==> src/rtl/parking_gate_ctrl_if.sv <==
// Sensor-in / occupancy-out bundle of the parking entrance controller.
// master: sensor side driving beams and observing occupancy (bench, debouncers).
// slave : the occupancy controller itself.
interface parking_gate_ctrl_if #(
   parameter int CNT_W = 4
);
   logic             sensor_a;
   logic             sensor_b;
   logic             car_in;
   logic             car_out;
   logic [CNT_W-1:0] count;
   logic             full;
   logic             empty;
   logic             error;
   logic             overflow;

   modport master (
      output sensor_a, sensor_b,
      input  car_in, car_out, count, full, empty, error, overflow
   );

   modport slave (
      input  sensor_a, sensor_b,
      output car_in, car_out, count, full, empty, error, overflow
   );
endinterface

==> src/rtl/parking_gate_ctrl.sv <==
// Parking lot entrance occupancy controller.
// Decodes the four-phase beam crossing {a,b}: 00->10->11->01->00 is an entry,
// 00->01->11->10->00 is an exit, and keeps a saturating occupancy count.
// Optional feature macro: PARKING_TIMEOUT_EN adds a stall watchdog that forces
// ERR when a sequence state is held unchanged for TIMEOUT cycles.
module parking_gate_ctrl #(
   parameter int CAPACITY = 15,
   parameter int CNT_W    = 4,
   parameter int TIMEOUT  = 50_000_000
) (
   input  logic                clk,
   input  logic                rst,
   parking_gate_ctrl_if.slave  bus
);

   localparam logic [2:0] S_IDLE = 3'd0;
   localparam logic [2:0] S_IN1  = 3'd1;
   localparam logic [2:0] S_IN2  = 3'd2;
   localparam logic [2:0] S_IN3  = 3'd3;
   localparam logic [2:0] S_OUT1 = 3'd4;
   localparam logic [2:0] S_OUT2 = 3'd5;
   localparam logic [2:0] S_OUT3 = 3'd6;
   localparam logic [2:0] S_ERR  = 3'd7;

   localparam logic [CNT_W-1:0] CAP = CNT_W'(CAPACITY);

   logic [2:0]       state;
   logic [2:0]       nxt;
   logic [1:0]       ab;
   logic             entry_evt;
   logic             exit_evt;
   logic [CNT_W-1:0] count;

   assign ab = {bus.sensor_a, bus.sensor_b};

`ifdef PARKING_TIMEOUT_EN
   localparam int STALL_W = $clog2(TIMEOUT + 1);

   logic [STALL_W-1:0] stall_cnt;
   logic [1:0]         ab_prev;
   logic               in_seq;
   logic               stall_hit;

   assign in_seq    = (state != S_IDLE) && (state != S_ERR);
   assign stall_hit = in_seq && (stall_cnt == STALL_W'(TIMEOUT));

   // Stall watchdog: restarts on any beam change or outside a sequence.
   always_ff @(posedge clk) begin
      if (rst) begin
         stall_cnt <= '0;
         ab_prev   <= 2'b00;
      end else begin
         ab_prev <= ab;
         if (!in_seq || (ab != ab_prev))
            stall_cnt <= '0;
         else
            stall_cnt <= stall_cnt + STALL_W'(1);
      end
   end
`else
   // Watchdog not built; parameter kept for a uniform instantiation interface.
   localparam int TIMEOUT_UNUSED = TIMEOUT;
`endif

   // Next-state decode of the crossing sequence and event detection.
   always_comb begin
      nxt       = state;
      entry_evt = 1'b0;
      exit_evt  = 1'b0;
      case (state)
         S_IDLE: case (ab)
            2'b10:   nxt = S_IN1;
            2'b01:   nxt = S_OUT1;
            2'b11:   nxt = S_ERR;
            default: nxt = S_IDLE;
         endcase
         S_IN1: case (ab)
            2'b11:   nxt = S_IN2;
            2'b00:   nxt = S_IDLE;
            2'b01:   nxt = S_ERR;
            default: nxt = S_IN1;
         endcase
         S_IN2: case (ab)
            2'b01:   nxt = S_IN3;
            2'b10:   nxt = S_IN1;
            2'b00:   nxt = S_ERR;
            default: nxt = S_IN2;
         endcase
         S_IN3: case (ab)
            2'b00: begin
               nxt       = S_IDLE;
               entry_evt = 1'b1;
            end
            2'b11:   nxt = S_IN2;
            2'b10:   nxt = S_ERR;
            default: nxt = S_IN3;
         endcase
         S_OUT1: case (ab)
            2'b11:   nxt = S_OUT2;
            2'b00:   nxt = S_IDLE;
            2'b10:   nxt = S_ERR;
            default: nxt = S_OUT1;
         endcase
         S_OUT2: case (ab)
            2'b10:   nxt = S_OUT3;
            2'b01:   nxt = S_OUT1;
            2'b00:   nxt = S_ERR;
            default: nxt = S_OUT2;
         endcase
         S_OUT3: case (ab)
            2'b00: begin
               nxt      = S_IDLE;
               exit_evt = 1'b1;
            end
            2'b11:   nxt = S_OUT2;
            2'b01:   nxt = S_ERR;
            default: nxt = S_OUT3;
         endcase
         default: nxt = (ab == 2'b00) ? S_IDLE : S_ERR;
      endcase
`ifdef PARKING_TIMEOUT_EN
      // A stalled sequence is abandoned; the watchdog overrides any event.
      if (stall_hit) begin
         nxt       = S_ERR;
         entry_evt = 1'b0;
         exit_evt  = 1'b0;
      end
`endif
   end

   // State, event pulses, saturating occupancy count and sticky overflow.
   always_ff @(posedge clk) begin
      if (rst) begin
         state        <= S_IDLE;
         count        <= '0;
         bus.car_in   <= 1'b0;
         bus.car_out  <= 1'b0;
         bus.error    <= 1'b0;
         bus.overflow <= 1'b0;
      end else begin
         state       <= nxt;
         bus.car_in  <= entry_evt;
         bus.car_out <= exit_evt;
         bus.error   <= (nxt == S_ERR);
         if (entry_evt) begin
            if (count < CAP) count        <= count + CNT_W'(1);
            else             bus.overflow <= 1'b1;
         end else if (exit_evt) begin
            if (count != '0) count        <= count - CNT_W'(1);
            else             bus.overflow <= 1'b1;
         end
      end
   end

   assign bus.count = count;
   assign bus.full  = (count == CAP);
   assign bus.empty = (count == '0);

endmodule

==> src/flat_wrapper.sv <==
// flat-port wrapper written by rule: the top's interface ports become plain ports
module parking_gate_ctrl_flat 
#(
   parameter int CAPACITY = 15,
   parameter int CNT_W    = 4,
   parameter int TIMEOUT  = 50_000_000
)
  (clk, rst, bus_sensor_a, bus_sensor_b, bus_car_in, bus_car_out, bus_count, bus_full, bus_empty, bus_error, bus_overflow);
  parking_gate_ctrl_if #(.CNT_W(CNT_W)) bus_i ();
  input  logic clk;
  input  logic rst;
  input wire logic [$bits(bus_i.sensor_a)-1:0] bus_sensor_a;
  input wire logic [$bits(bus_i.sensor_b)-1:0] bus_sensor_b;
  output wire logic [$bits(bus_i.car_in)-1:0] bus_car_in;
  output wire logic [$bits(bus_i.car_out)-1:0] bus_car_out;
  output wire logic [$bits(bus_i.count)-1:0] bus_count;
  output wire logic [$bits(bus_i.full)-1:0] bus_full;
  output wire logic [$bits(bus_i.empty)-1:0] bus_empty;
  output wire logic [$bits(bus_i.error)-1:0] bus_error;
  output wire logic [$bits(bus_i.overflow)-1:0] bus_overflow;
  assign bus_i.sensor_a = bus_sensor_a;
  assign bus_i.sensor_b = bus_sensor_b;
  assign bus_car_in = bus_i.car_in;
  assign bus_car_out = bus_i.car_out;
  assign bus_count = bus_i.count;
  assign bus_full = bus_i.full;
  assign bus_empty = bus_i.empty;
  assign bus_error = bus_i.error;
  assign bus_overflow = bus_i.overflow;
  parking_gate_ctrl #(.CAPACITY(CAPACITY), .CNT_W(CNT_W), .TIMEOUT(TIMEOUT)) u_core (.clk(clk), .rst(rst), .bus(bus_i));
endmodule
==> config.mk <==
export PLATFORM = sky130hd
export DESIGN_NAME = parking_gate_ctrl_flat
export DESIGN_NICKNAME = d
export VERILOG_FILES = /design/src/rtl/parking_gate_ctrl_if.sv /design/src/rtl/parking_gate_ctrl.sv /design/src/flat_wrapper.sv
export SDC_FILE = /design/constraint.sdc
export NUM_CORES = 1
export LEC_CHECK = 0
export CAP_MARGIN = 25
export CORE_ASPECT_RATIO = 1.1
export CORE_MARGIN = 2
export CORE_UTILIZATION = 52
export CTS_CLUSTER_SIZE = 14
export DETAILED_ROUTE_END_ITERATION = 6
export PLACE_DENSITY = 0.77
export SLEW_MARGIN = 20
export SYNTH_ARGS = -nofsm -noshare
export SYNTH_HDL_FRONTEND = slang
export SYNTH_SLANG_ARGS = --single-unit
==> constraint.sdc <==
create_clock -name clk -period 3.67 [get_ports clk]
set_input_delay 0.9175 -clock clk [delete_from_list [all_inputs] [get_ports clk]]
set_output_delay 0.9175 -clock clk [all_outputs]
set_load 0.03 [all_outputs]
## Word level (Yosys, flattened, before mapping)

Index checks and enable logic that the tools add are counted.

| operators by class | value |
|---|---|
| $add $sub $neg | 2 |
| eq/ne operators | 14 |
| reduce and logical (&&, ||, !) cells | 8 |
| muxes and demuxes | 20 |
| magnitude comparators | 1 |

Operator list:

| operator | number |
|---|---|
| $pmux W3 S3 | 6 |
| $pmux W3 S7 | 1 |
| $mux W4 | 4 |
| $eq A3 B3 Y1 const B | 4 |
| $mux W1 | 7 |
| $eq A3 B2 Y1 const B | 2 |
| $pmux W2 S3 | 1 |
| $reduce_and A3 Y1 | 2 |
| $add A4 B1 Y4 const B | 1 |
| $eq A2 B2 Y1 const B | 2 |
| $eq A4 B4 Y1 const B | 1 |
| $logic_not A4 Y1 | 1 |
| $lt A4 B4 Y1 const B | 1 |
| $ne A2 B2 Y1 const B | 2 |
| $reduce_bool A2 Y1 | 2 |
| $reduce_bool A4 Y1 | 1 |
| $sub A4 B1 Y4 const B | 1 |
| $eq A3 B1 Y1 const B | 1 |
| $logic_not A3 Y1 | 1 |
| $mux W3 | 1 |
| $eq A2 B1 Y1 const B | 1 |
| $logic_not A2 Y1 | 1 |
| $ne A2 B1 Y1 const B | 1 |

| word-level totals | value |
|---|---|
| word-level logic and storage cells | 51 |
| output and inout bits | 10 |
| register bits | 11 |

## Longest topological paths before layout

Gate-level depths: netlist (run 1).

| logic depth | value |
|---|---|
| word-level depth | 5 |
| mapped depth | 10 |

## Worst setup path after synthesis (run 1)

OpenSTA, ideal clock, no wires.

| path | value |
|---|---|
| path kind | input -> register |
| from | in bus_sensor_b |
| to | reg u_core.count[3], in the netlist u_core.bus.count[3] |
| arrival time | 3003 ps |
| slack | 564 ps |
| stages on the path | 10 |
| setup time | 103 ps |
| cells stage by stage | inv_1 -> ha_1 -> nand2_1 -> nor2_1 -> inv_1 -> ha_1 -> a21o_1 -> a2111oi_4 -> a211oi_1 -> a2111oi_2 |

| on the way | value |
|---|---|
| word-level cells in the longest chain between the ends | 5 |

Ends and longest elaborated chain:

| what | line | text |
|---|---|---|
| start: declaration | flat_wrapper.sv:13 | `input wire logic [$bits(bus_i.sensor_b)-1:0] bus_sensor_b;` |
| $logic_not A2 Y1 * | parking_gate_ctrl.sv:89, parking_gate_ctrl.sv:110 |  |
| $mux W1 * | parking_gate_ctrl.sv:89, parking_gate_ctrl.sv:110 |  |
| $mux W1 | parking_gate_ctrl.sv:70 | `case (state)` |
| $ne A2 B2 Y1 (no line) or $reduce_bool A2 Y1 (tied branches) | - |  |
| $reduce_and A3 Y1 (no line) | - |  |
| end signal: assignment | parking_gate_ctrl.sv:146 | `if (count < CAP) count <= count + CNT_W'(1);` |
| end signal: assignment | parking_gate_ctrl.sv:149 | `if (count != '0) count <= count - CNT_W'(1);` |
| end: declaration | parking_gate_ctrl.sv:32 | `logic [CNT_W-1:0] count;` |

Every way passes the cells marked *; elsewhere a longest branch is shown, timed or not.
A chain may end at the register's enable or synchronous reset.

## Worst setup path in the final report (run 1)

| path | value |
|---|---|
| from | in bus_sensor_a |
| to | reg u_core.count[3], in the netlist u_core.bus.count[3] |

| on the way | value |
|---|---|
| word-level cells in the longest chain between the ends | 5 |

Ends and longest elaborated chain:

| what | line | text |
|---|---|---|
| start: declaration | flat_wrapper.sv:12 | `input wire logic [$bits(bus_i.sensor_a)-1:0] bus_sensor_a;` |
| $logic_not A2 Y1 * | parking_gate_ctrl.sv:89, parking_gate_ctrl.sv:110 |  |
| $mux W1 * | parking_gate_ctrl.sv:89, parking_gate_ctrl.sv:110 |  |
| $mux W1 | parking_gate_ctrl.sv:70 |  |
| $ne A2 B2 Y1 (no line) or $reduce_bool A2 Y1 (tied branches) | - |  |
| $reduce_and A3 Y1 (no line) | - |  |

Marks and branches as above.

==> results.json, run 1 <==
{
  "overflow": 0,
  "crit_arrival_ns": 3.48,
  "diodes": 0,
  "hold_buffers": 0,
  "maxCapViolations": 0,
  "synth.net_count": 104,
  "synth_commonest_cells": "11 x dfxtp_1, 10 x ha_1, 10 x nor2_1",
  "switchingPower_w": 0.0001297,
  "final_nets": 121,
  "clkPwrFrac_pct": 22.7,
  "max_stage_delay_ns": 0.49,
  "coreArea_um2": 1577,
  "cts_tree": "built",
  "clk_path_buf_depth": 2,
  "ys_warn_count": 0,
  "cp-start-kind": "primary input",
  "num_rows": 15,
  "synth_area_um2": 884.6,
  "finalHoldViolCount": 0,
  "drtAntennaViolNets": 0,
  "slowest_stage": "clkdlybuf4s50_1",
  "setup_viol": 0,
  "synth_edf_count": 0,
  "crit_chain": "clkdlybuf4s50_1 -> inv_1 -> ha_1 -> nand2_1 -> nor2_1 -> inv_1 -> ha_1 -> a21o_1 -> a2111oi_4 -> a211oi_1 -> a2111oi_2",
  "maxSlewViolCount": 0,
  "grt_pass1_wl_um": 3022,
  "yosysUniqueCellTypes": 44,
  "intPower_w": 0.0002318,
  "syn2layout_area_growth_pct": 19.80,
  "hold_path.class": "flip-flop to flip-flop",
  "die_x_um": 43.33,
  "final_cell_area_um2": 1060,
  "viasPerCell": 6.131,
  "synth_ff_type": "dfxtp_1",
  "synth.top_cell.area_share_pct": 24.89,
  "routed_wl_um": 1904,
  "rsz0062_at_grt": "false",
  "post-route-period-util_pct": 90.31,
  "dr.pass1.iters": 4,
  "synth.avg_cell_area_um2": 9.939,
  "pin_count": 14,
  "critPathRequiredTime_ns": 3.84,
  "endpoint_kind": "flip-flop",
  "path_max_fanout": 5,
  "cts-resized-gates": 0,
  "fmax_ghz": 0.3017,
  "critical_path_buf_inv_count": 3,
  "seq_power_share_pct": 43.9,
  "yosysTopAreaCell": "dfxtp_1",
  "port_buffers": 13,
  "drc": 0,
  "antenna_found_initial": 0,
  "synth-seq-cells": 11,
  "die-area_um2": 2048,
  "initial_core_util_pct": 56.11,
  "place_hpwl_um": 1401,
  "crit_family": "compound AO/OA/AOI/OAI gates",
  "leakagePower_nw": 0.4427,
  "synth_seq_area_share_pct": 24.89,
  "post_cts_buffers": 0,
  "placed_area_um2": 1032,
  "rrSetupSlack_ns": 1.09,
  "worstMarginPinSlew_ns": 0.4366,
  "fin_worst_skew_ns": 0.004329,
  "h-tree-depth": 1,
  "syn_inst": 89,
  "fp.dieH_um": 47.26,
  "layout_min_cycle_time_ns": 3.314,
  "cts_made_buffers": 3,
  "vias": 748,
  "p_sw_share_pct": 35.87,
  "grt_pass1_vias": 705,
  "path_class": "primary input to flip-flop",
  "globalplace.congestion": 0.8773,
  "fillers": 136,
  "max-vdd-ir-drop_mv": 0.2364,
  "grt_max_degree": 13,
  "clkTransAtPathRegs_ns": 0.07,
  "finalSetupTns_ns": 0,
  "combPwrFrac_pct": 33.5,
  "async_flop_share_pct": 0,
  "pwr_density_cell_nw_per_um2": 341.1,
  "cts-root-buf": "clkbuf_4",
  "wl_per_cell_um": 15.61,
  "timing.slew.headroom_pct": 70.67,
  "clock_latency_ns": 0.27,
  "synth.most_common_cell": "dfxtp_1",
  "drive_above_1_share_pct": 17.14,
  "clock_sinks": 11,
  "netlist_top_cells_area": "dfxtp_1 25%, ha_1 14%, nor2_1 4.2%",
  "drt-initial-drc-count": 21,
  "run_status": "finished, final reports clean",
  "grtUsageTotal_pct": 19.79
}
-- kinds of logic (layout without fill, tap and decap cells) --
logic type      count (synthesis)  after routing  share of synthesized area [%]
fa+ha+maj                      11             11                          16.41
buf+inv                         8             24                          5.092
flops                          11             11                          24.89
simple gates                   30             30                          22.91
xor+xnor                        1              1                         0.9903
compound gates                 23             23                          22.35
mux                             5              5                          7.355
-- metrics by stage --
stage	hold WS [ns]	utilization, %	cells	setup slack [ns]	power, W
5_1_grt	0.5311	67.22	122	0.2364	0.0003813
3_3_place_gp	0.4755	65.48	118	0.2267	0.0002738
3_5_place_dp	0.4990	65.48	118	0.08950	0.0002785
6_report	0.5065	67.22	122	0.3556	0.0003615
2_1_floorplan	0.6261	-	89	0.5639	0.0002569
4_1_cts	0.5162	67.22	122	0.3795	0.0003617
-- flip-flops by register name (all words and copies together) (netlist names) --
name                 flops
u_core.bus.car_in        1
u_core.bus.car_out       1
u_core.bus.count         4
u_core.bus.error         1
u_core.bus.overflow      1
u_core.state             3
-- tightest hold or removal path, cell delays in order, from the launching register on --
cell and delay, ns:
dfxtp_1 0.33, a221oi_1 0.05, nor2_1 0.09
-- power by group through the flow --
stage,clock network (W),logic (W),registers (W)
finish,0.0000819,0.000121,0.000159
global route,0.0000885,0.000131,0.000161
CTS,0.0000846,0.000119,0.000158
detailed placement,0,0.000118,0.000161
global placement,0,0.000114,0.000159
floorplan,0,0.000115,0.000142
-- cell usage in the layout, fill, tap and decap left out, types with 2 or more instances in the layout --
| cell | Yosys | final |
|---|---|---|
| clkdlybuf4s50_1 | 0 | 13 |
| dfxtp_1 | 11 | 11 |
| nor2_1 | 10 | 10 |
| ha_1 | 10 | 10 |
| buf_4 | 2 | 4 |
| inv_1 | 3 | 3 |
| a21oi_1 | 3 | 3 |
| a21o_1 | 3 | 3 |
| nor2b_1 | 3 | 3 |
| clkbuf_4 | 0 | 3 |
| o21ai_0 | 2 | 2 |
| or3_1 | 2 | 2 |
| or2_2 | 2 | 2 |
| mux2i_1 | 2 | 2 |
| mux2_2 | 2 | 2 |
| a32oi_1 | 2 | 2 |
| nor3b_1 | 2 | 2 |
-- per-layer routing --
metal / up-vias / part of all wire [%] / GRT usage [%]
li1: 361 / - / -
met1: 350 / 44 / 24.71
met2: 33 / 50 / 33.43
met3: 4 / 5.9 / 6.154
met4: 0 / 0.63 / 5.455
met5: - / 0 / 0
-- final cells by class --
type	instances	area (um^2)	share of cell area, %
inverters	3	11.26	1.063
flip-flops and latches	11	220.2	20.78
repair buffers	17	160.2	15.11
clock inverters	1	5.005	0.4723
clock buffers	3	22.52	2.125
well taps	17	21.27	2.007
multi-input cells	70	619.3	58.44
-- final timing paths --
| check | to | depth (start not counted) | start |
|---|---|---|---|
| setup / recovery | u_core.bus.count[3] | 11 | bus_sensor_a |
| hold / removal | u_core.bus.overflow | 2 | u_core.bus.overflow |
| setup reg to reg | u_core.bus.count[3] | 8 | u_core.state[0] |
| hold reg to reg | u_core.bus.overflow | 2 | u_core.bus.overflow |
Note: power is estimated with default switching activity, not from simulation.
==> inputs of run 2 (changes only) <==
CORE_MARGIN = 5   (was 2)
==> results.json, run 2 (synthesized netlist as in run 1, its figures left out) <==
{
  "run_status": "finished, final reports clean",
  "timing.slew.headroom_pct": 69.98,
  "final_cell_mix": "13 x clkdlybuf4s50_1, 11 x dfxtp_1, 10 x nor2_1, 10 x ha_1, 5 x buf_4",
  "maxSlewViolCount": 0,
  "cts-resized-gates": 0,
  "setup_viol": 0,
  "globalplace.congestion": 0.8575,
  "finalSetupTns_ns": 0,
  "wl_per_cell_um": 15.10,
  "layout_min_cycle_time_ns": 3.135,
  "drc": 0,
  "diodes": 0,
  "cts_made_buffers": 3,
  "largest_reg_flops": 4,
  "path_max_fanout": 4,
  "placed_area_um2": 1040,
  "reg2reg_depth": 8,
  "pwr_density_cell_nw_per_um2": 341.3,
  "grtUsageTotal_pct": 16.66,
  "num_rows": 15,
  "top_regs": "u_core.bus.count: 4 flops, u_core.state: 3 flops",
  "endpoint_kind": "flip-flop",
  "leakagePower_nw": 0.4448,
  "clkTransAtPathRegs_ns": 0.08,
  "path_class": "primary input to flip-flop",
  "grt_pass1_wl_um": 3346,
  "die-area_um2": 2627,
  "hold_buffers": 0,
  "cts_tree": "built",
  "finalHoldViolCount": 0,
  "critPathRequiredTime_ns": 3.85,
  "grt_pass1_vias": 757,
  "rsz0062_at_grt": "false",
  "routed_wl_um": 1857,
  "overflow": 0,
  "fillers": 132,
  "final_common_cell": "clkdlybuf4s50_1",
  "h-tree-depth": 1,
  "final_cell_area_um2": 1066,
  "post-route-period-util_pct": 85.43,
  "initial_core_util_pct": 55.45,
  "pin_count": 14,
  "fp.dieH_um": 53.26,
  "post_cts_buffers": 0,
  "hold_path.class": "flip-flop to flip-flop",
  "fin_worst_skew_ns": 0.007727,
  "drtAntennaViolNets": 0,
  "viasPerCell": 6.098,
  "drive_above_1_share_pct": 16.98,
  "port_buffers": 13,
  "dr.pass1.iters": 4,
  "fmax_ghz": 0.3190,
  "die_x_um": 49.33,
  "final_nets": 122,
  "crit_arrival_ns": 3.32,
  "register_area_um2": 220.2,
  "multi_input_area_um2": 619.3,
  "worstMarginPinSlew_ns": 0.4496,
  "syn2layout_area_growth_pct": 20.51,
  "vias": 750,
  "cp-start-kind": "primary input",
  "antenna_found_initial": 0,
  "regMostFlops": "u_core.bus.count",
  "drt-initial-drc-count": 9,
  "clock_latency_ns": 0.28,
  "holdPathStages": 2,
  "maxCapViolations": 0,
  "coreArea_um2": 1595,
  "max-vdd-ir-drop_mv": 0.1961,
  "cts-root-buf": "clkbuf_4",
  "clk_path_buf_depth": 2,
  "clock_sinks": 11,
  "place_hpwl_um": 1454,
  "grt_max_degree": 13
}
run 2: changes by cell type in the layout (fill, tap and decap cells not counted), sizes merged:
cell    before  now
clkinv       1    0
clkbuf       3    4
buf          4    5
run 2: metrics by stage:
step / hold slack, ns / power (W) / worst slack, ns / std cells / util (%)
6_report: 0.4987 / 0.0003638 / 0.5348 / 123 / 66.82
5_1_grt: 0.5496 / 0.0003851 / 0.2575 / 123 / 66.82
4_1_cts: 0.5079 / 0.0003625 / 0.5086 / 123 / 66.82
3_5_place_dp: 0.4856 / 0.0002785 / 0.2546 / 119 / 65.18
3_3_place_gp: 0.4646 / 0.0002753 / 0.3096 / 119 / 65.18
2_1_floorplan: 0.6261 / 0.0002569 / 0.5639 / 89 / -
run 2: critical path: stages:
cell and delay [ns]:
clkdlybuf4s50_1 0.41, inv_1 0.12, ha_1 0.19, nand2_1 0.07, nor2_1 0.15, inv_1 0.11, ha_1 0.29, a21o_1 0.22
a2111oi_4 0.39, a211oi_1 0.11, a2111oi_2 0.33
run 2: metal layers:
| metal | part of all wire [%] | vias up | global-route usage, % | routed length (um) |
|---|---|---|---|---|
| li1 | - | 372 | - | - |
| met2 | 52 | 24 | 31.76 | 974 |
| met1 | 40 | 349 | 16.64 | 737 |
| met5 | 0 | - | 0 | 0 |
| met4 | 2.7 | 0 | 11.66 | 51 |
| met3 | 5.0 | 5 | 1.972 | 93 |
run 2: path summary, 6_finish.rpt:
kind              slack, ns           startpoint                   to
setup / recovery       0.53         bus_sensor_b  u_core.bus.count[3]
hold / removal         0.50  u_core.bus.overflow  u_core.bus.overflow
setup reg to reg       1.13      u_core.state[0]  u_core.bus.count[3]
hold reg to reg        0.50  u_core.bus.overflow  u_core.bus.overflow
run 2: where the power goes:
part,switching (W),internal [W]
logic,0.0000553,0.0000625
clock network,0.0000449,0.0000422
registers,0.0000293,0.000129
run 2: final cells by class:
cell class	count	share of cell area [%]
inverter	3	1.056
timing repair buffer	18	15.73
sequential	11	20.66
multi-input combinational	70	58.10
tap	17	1.995
clock buffer	4	2.465
